[config.mk]
export PLATFORM = sky130hd
export DESIGN_NAME = npc_bp
export DESIGN_NICKNAME = d
export VERILOG_FILES = /design/src/rtl/npc_bp.sv
export SDC_FILE = /design/constraint.sdc
export NUM_CORES = 1
export LEC_CHECK = 0
export BUFFER_PORTS_ARGS = -buffer_cell sky130_fd_sc_hd__buf_2
export CAP_MARGIN = 20
export CORE_AREA = 5 5 87 149
export CTS_CLUSTER_DIAMETER = 150
export CTS_CLUSTER_SIZE = 24
export DETAILED_ROUTE_END_ITERATION = 7
export DIE_AREA = 0 0 92 154
export PLACE_DENSITY = 0.75
export SLEW_MARGIN = 20
export SYNTH_ARGS = -nofsm -noshare
export SYNTH_HDL_FRONTEND = slang
export SYNTH_SLANG_ARGS = --single-unit
[constraint.sdc]
create_clock -name clk -period 2.7 [get_ports clk]
set_clock_uncertainty 0.1 [all_clocks]
set_input_delay 0.135 -clock clk [delete_from_list [all_inputs] [get_ports clk]]
set_output_delay 0.135 -clock clk [all_outputs]
set_load 0.02 [all_outputs]
[src/rtl/npc_bp.sv]
// rtl/npc_bp.sv - next-PC generator with BTB and 2-bit counter branch predictor
// Optional predictor storage is enabled by defining NPC_BP_PREDICT_EN.
module npc_bp #(
  parameter int              XLEN      = 32,
  parameter int              BTB_DEPTH = 16,
  parameter logic [XLEN-1:0] RESET_PC  = '0
) (
  input  logic            clk,
  input  logic            rst_n,
  input  logic            if_stall,
  output logic [XLEN-1:0] if_pc,
  output logic            pred_taken,
  output logic [XLEN-1:0] pred_target,
  input  logic            ex_valid,
  input  logic            ex_is_jump,
  input  logic            ex_taken,
  input  logic [XLEN-1:0] ex_pc,
  input  logic [XLEN-1:0] ex_target,
  input  logic            ex_pred_taken,
  input  logic [XLEN-1:0] ex_pred_target,
  output logic            flush,
  output logic [31:0]     mispred_cnt
);

  localparam logic [XLEN-1:0] PC_STEP = XLEN'(4);

  logic            mispredict;
  logic [XLEN-1:0] if_pc_plus4;
  logic [XLEN-1:0] ex_pc_plus4;
  logic [XLEN-1:0] next_pc;

  assign if_pc_plus4 = if_pc + PC_STEP;
  assign ex_pc_plus4 = ex_pc + PC_STEP;

  assign mispredict = ex_valid &
                      ((ex_taken != ex_pred_taken) |
                       (ex_taken & (ex_target != ex_pred_target)));
  assign flush = mispredict;

  always_comb begin
    next_pc = pred_target;
    if (mispredict) begin
      next_pc = ex_taken ? ex_target : ex_pc_plus4;
    end else if (if_stall) begin
      next_pc = if_pc;
    end
  end

  always_ff @(posedge clk or negedge rst_n) begin
    if (!rst_n) begin
      if_pc <= RESET_PC;
    end else begin
      if_pc <= next_pc;
    end
  end

  always_ff @(posedge clk or negedge rst_n) begin
    if (!rst_n) begin
      mispred_cnt <= '0;
    end else if (mispredict && (mispred_cnt != 32'hFFFF_FFFF)) begin
      mispred_cnt <= mispred_cnt + 32'd1;
    end
  end

`ifdef NPC_BP_PREDICT_EN
  localparam int IDX_W = $clog2(BTB_DEPTH);
  localparam int TAG_W = XLEN - IDX_W - 2;

  logic             btb_valid  [BTB_DEPTH];
  logic [TAG_W-1:0] btb_tag    [BTB_DEPTH];
  logic [XLEN-1:0]  btb_target [BTB_DEPTH];
  logic [1:0]       btb_ctr    [BTB_DEPTH];

  logic [IDX_W-1:0] if_idx;
  logic [TAG_W-1:0] if_tag;
  logic [IDX_W-1:0] ex_idx;
  logic [TAG_W-1:0] ex_tag;
  logic             if_hit;
  logic             ex_hit;

  assign if_idx = if_pc[IDX_W+1:2];
  assign if_tag = if_pc[XLEN-1:IDX_W+2];
  assign ex_idx = ex_pc[IDX_W+1:2];
  assign ex_tag = ex_pc[XLEN-1:IDX_W+2];
  assign if_hit = btb_valid[if_idx] && (btb_tag[if_idx] == if_tag);
  assign ex_hit = btb_valid[ex_idx] && (btb_tag[ex_idx] == ex_tag);

  // Lookup reads the array before this edge's write, so a same-index update
  // only becomes visible on the following cycle.
  always_comb begin
    pred_taken  = if_hit & btb_ctr[if_idx][1];
    pred_target = pred_taken ? btb_target[if_idx] : if_pc_plus4;
  end

  always_ff @(posedge clk or negedge rst_n) begin
    if (!rst_n) begin
      for (int i = 0; i < BTB_DEPTH; i++) begin
        btb_valid[i]  <= 1'b0;
        btb_tag[i]    <= '0;
        btb_target[i] <= '0;
        btb_ctr[i]    <= 2'b01;
      end
    end else if (ex_valid) begin
      if (ex_hit) begin
        if (ex_is_jump) begin
          btb_ctr[ex_idx] <= 2'b11;
        end else if (ex_taken) begin
          btb_ctr[ex_idx] <= (btb_ctr[ex_idx] == 2'b11) ? 2'b11 : btb_ctr[ex_idx] + 2'b01;
        end else begin
          btb_ctr[ex_idx] <= (btb_ctr[ex_idx] == 2'b00) ? 2'b00 : btb_ctr[ex_idx] - 2'b01;
        end
        if (ex_taken) begin
          btb_target[ex_idx] <= ex_target;
        end
      end else if (ex_taken) begin
        btb_valid[ex_idx]  <= 1'b1;
        btb_tag[ex_idx]    <= ex_tag;
        btb_target[ex_idx] <= ex_target;
        btb_ctr[ex_idx]    <= ex_is_jump ? 2'b11 : 2'b10;
      end
    end
  end
`else
  logic unused_static;

  assign unused_static = ex_is_jump;

  always_comb begin
    pred_taken  = 1'b0;
    pred_target = if_pc_plus4;
  end
`endif

endmodule

Yosys cells after proc, flatten, opt, wreduce, memory -nomap -nowiden. Index checks and enable logic that the tools add are counted.

Register bits: 64. Input port bits: 103. Output and inout port bits: 98. Word-level logic and storage cells: 16.

Add/subtract/negate cells: 3. Eq/ne operators: 4. Mux-type cells: 3. Bitwise operators: 3. Reductions and logical operators: 1.

Operators by type and width (number): $mux 32 (3); $add 32x3->32 const B (2); $add 32x1->32 const B (1); $ne 32x32->1 (1); $ne 32x32->1 const B (1); $and 1x1->1 (2); $ne 2x1->1 const B (1); $logic_and 1x1->1 (1); $ne 1x1->1 (1); $or 1x1->1 (1).

Longest topological paths before layout.
Word-level depth: 5. Mapped depth: 9. Depth with buffers taken out: 7.

Worst setup path after synthesis. OpenSTA, ideal clock, no wires.

Kind: reg-to-output. Start point: register if_pc[2]. End point: output pred_target[30]. Arrival: 2.408 ns. Required time: 2.465 ns. Setup slack: 0.057 ns. Cell stages (with the launch flop): 9. Path buffers: 2. Cells stage by stage: dfrtp_1 ha_1 inv_1 or4_1 buf_2 or3_1 buf_6 nor2_1 xor2_1.

Word-level cells in the longest chain between the ends: 1.

Ends and longest elaborated chain: start: declaration (line 11) `output logic [XLEN-1:0] if_pc,`; start signal: assignment (line 53) `if_pc <= next_pc;`; $add 32x3->32 (line 32) `assign if_pc_plus4 = if_pc + PC_STEP;`; end: declaration (line 13) `output logic [XLEN-1:0] pred_target,`.

Every way passes these cells.

Worst setup path after layout.
Start point: register if_pc[13]. End point: output pred_target[26].

The elaborated chain is that of the path after synthesis.

==> results.toml <==
[synthesis]
synth_top_area_share_pct = 31.5
synth_top_family_by_area = "simple AND/OR/NAND/NOR gates"
synth_most_common_cell = "xnor2_1"
yosys_warnings = 0
synth_commonest_cells = "xnor2_1, xor2_1, dfrtp_1"
ys_ff_latch = 64
synth-edff-count = 0
synth-simple-area-share_pct = 25.3
seq_area_frac_synth_pct = 31.5
synth_cell_types = 43
ys_async_sr_fraction_pct = 100
synth_compound_area_share_pct = 1.70
synthMuxAreaShare_pct = 11.4
synthCells = 565
synth_adder_area_share_pct = 0.738
syn_nets = 671
synthTopCellsByArea = "dfrtp_1, xnor2_1, xor2_1"
synth_top_flop_cell = "dfrtp_1"
avgSynthCellArea_um2 = 9.00
synth_xor_area_share_pct = 25.1
yosys.area.top_type = "dfrtp_1"
syn-cell-area_mm2 = 0.00508

[drt]
wire_per_inst_um = 17.8
via_per_inst = 5.37
drc = 0
first_pass_iters = 4
vias = 4905
routed_wl_mm = 16.2
postRouteAntennaNets = 0
drtIter0Drc = 172

[clock_network]
clkSinkCount = 64
clk_pin_slew_ns = 0.06
clk_latency_ns = 0.33
cts.htree.levels = 3
cts_tree = "yes"
cts_buffer_depth = 2
root_buffer = "clkbuf_16"
numCtsBuffers = 9

[global_routing]
grtUsageTotal_pct = 23.0
antenna_found_initial = 0
grt_pass1_wl_mm = 25.6
grt_pass1_vias = 4955
grt_max_degree = 42
gr-total-overflow = 0

[finish]
syn2layout_area_growth_pct = 31.1
fin_cells = 913
fin_nets = 879
drive_above_1_share_pct = 35.3
diodes = 0

[power]
netSwitchingFraction_pct = 38.1
power_density_mw_per_mm2 = 587
switching_power_mw = 1.49
pwr-share-comb_pct = 37.1
p_int_mw = 2.42
p_seq_share_pct = 34.1
clkPwrFrac_pct = 28.9
p_total_mw = 3.91
peakVddDrop_mv = 0.519
p_leak_nw = 3.17

[sta]
setup_viol = 0
fin_setup_tns_ns = 0
hold_slack_ns = 0.0392
worst_pin_slew_ns = 1.06
period_minus_slack_ns = 2.61
relSlewSlack_pct = 29.3
fmax_mhz = 384
hold_violations = 0
fin_crit_sh_pct = 96.5
maxSlewViolCount = 0

[floorplan]
fp.dieH_um = 154
die_w_um = 92
pin_count = 201
die_area_mm2 = 0.0142
coreArea_mm2 = 0.0116
rows = 52
initial_core_util_pct = 43.9

[placed_design]
io_buffers = 198
place_hpwl_mm = 13.3
dp.cells = 890
gp_congestion = 0.870

[critical_path]
cp.required_ns = 2.47
end_kind = "output port"
critPathMaxFanout = 4
critPathKind = "flip-flop to output port"
cp-start-kind = "flip-flop"
arrival_ns = 2.37

[outcome]
outcome = "complete, no violations"

[min_path]
worstHoldPathType = "input port to flip-flop"

[flow_run]
maxCapViolations = 0
power groups by stage:
stage / sequential, mW / combinational [mW] / clock (mW)
2_1_floorplan: 1.47 / 0.692 / 0
3_3_place_gp: 1.33 / 1.37 / 0
3_5_place_dp: 1.34 / 1.39 / 0
4_1_cts: 1.32 / 1.40 / 1.17
5_1_grt: 1.36 / 1.57 / 1.21
6_report: 1.33 / 1.45 / 1.13
routing by layer:
metal	wire length, um	global-route usage, %	vias to the layer above
met5	0	0	-
met2	8610	42.4	210
met1	5880	24.6	2293
met4	517	9.21	0
li1	-	-	2368
met3	1230	5.57	34
repair_timing:
item / CTS / global route
setup endpoints to repair: 9 / 9
pin swaps: 1 / 4
resized for setup: 8 / 16
buffers inserted: 1 / 5
gates cloned: 0 / 0
endpoints found under the hold margin: 30 / 0
hold buffers: 1 / 0
metrics by stage:
step | area [um^2] | util [%] | worst slack (ns)
after floorplan | 5080 | - | 0.0567
after CTS | 6570 | 56.8 | 0.00945
after detailed placement | 6240 | 53.9 | 0.146
after global routing | 6670 | 57.6 | -0.00347
after global placement | 6240 | 53.9 | 0.218
final | 6670 | 57.6 | 0.0938
critical path, cell delays in order (launching register included):
cell     delay, ns
dfrtp_1       0.45
nand3_1       0.13
or4_4         0.56
or3_4         0.47
nor2_4        0.12
xor2_1        0.15
buf_4         0.16
layout make-up:
| type | count | area, um^2 |
|---|---|---|
| clock buffer | 10 | 229 |
| tap | 135 | 169 |
| inverter | 13 | 48.8 |
| multi-input combinational | 461 | 3340 |
| clock inverter | 6 | 60.1 |
| sequential | 64 | 1610 |
| timing repair buffer | 224 | 1210 |
| fill | 1060 | 4920 |
kinds of logic (layout without fill, tap and decap cells):
kind of cell               Yosys count  after routing
other                                1              1
and+or+nand+nor                    239            239
DFF                                 64             64
adders and majority gates            3              3
muxes                               57             57
xor gates and xnor gates           146            146
AOI/OAI and AO/OA                   15             15
buffers and inverters               40            253
final timing paths:
check | startpoint | endpoint | slack, ns | depth (start not counted)
hold reg to reg | mispred_cnt[8]$_DFFE_PN0P_ | mispred_cnt[8]$_DFFE_PN0P_ | 0.38 | 1
setup reg to reg | if_pc[13]$_DFFE_PN0P_ | if_pc[28]$_DFFE_PN0P_ | 0.30 | 7
hold / removal | ex_target[9] | if_pc[9]$_DFFE_PN0P_ | 0.04 | 3
min in group asynchronous | rst_n | mispred_cnt[2]$_DFFE_PN0P_ | 0.32 | 2
max in group asynchronous | rst_n | mispred_cnt[24]$_DFFE_PN0P_ | 1.55 | 3
setup / recovery | if_pc[13]$_DFFE_PN0P_ | pred_target[26] | 0.09 | 6
state kept, by name (all words and copies together), names as in the netlist:
register	flops
mispred_cnt	32
if_pc	32
layout by cell type, fill, tap and decap left out, drive strengths merged, types with 13 or more instances in the layout:
cell     n
buf    223
nand3   38
nand2   39
nand4   31
and3    13
dfrtp   64
inv     13
nor2    44
xnor2   78
nor3    41
mux2i   48
xor2    68
(Power assumes the default switching activity.)
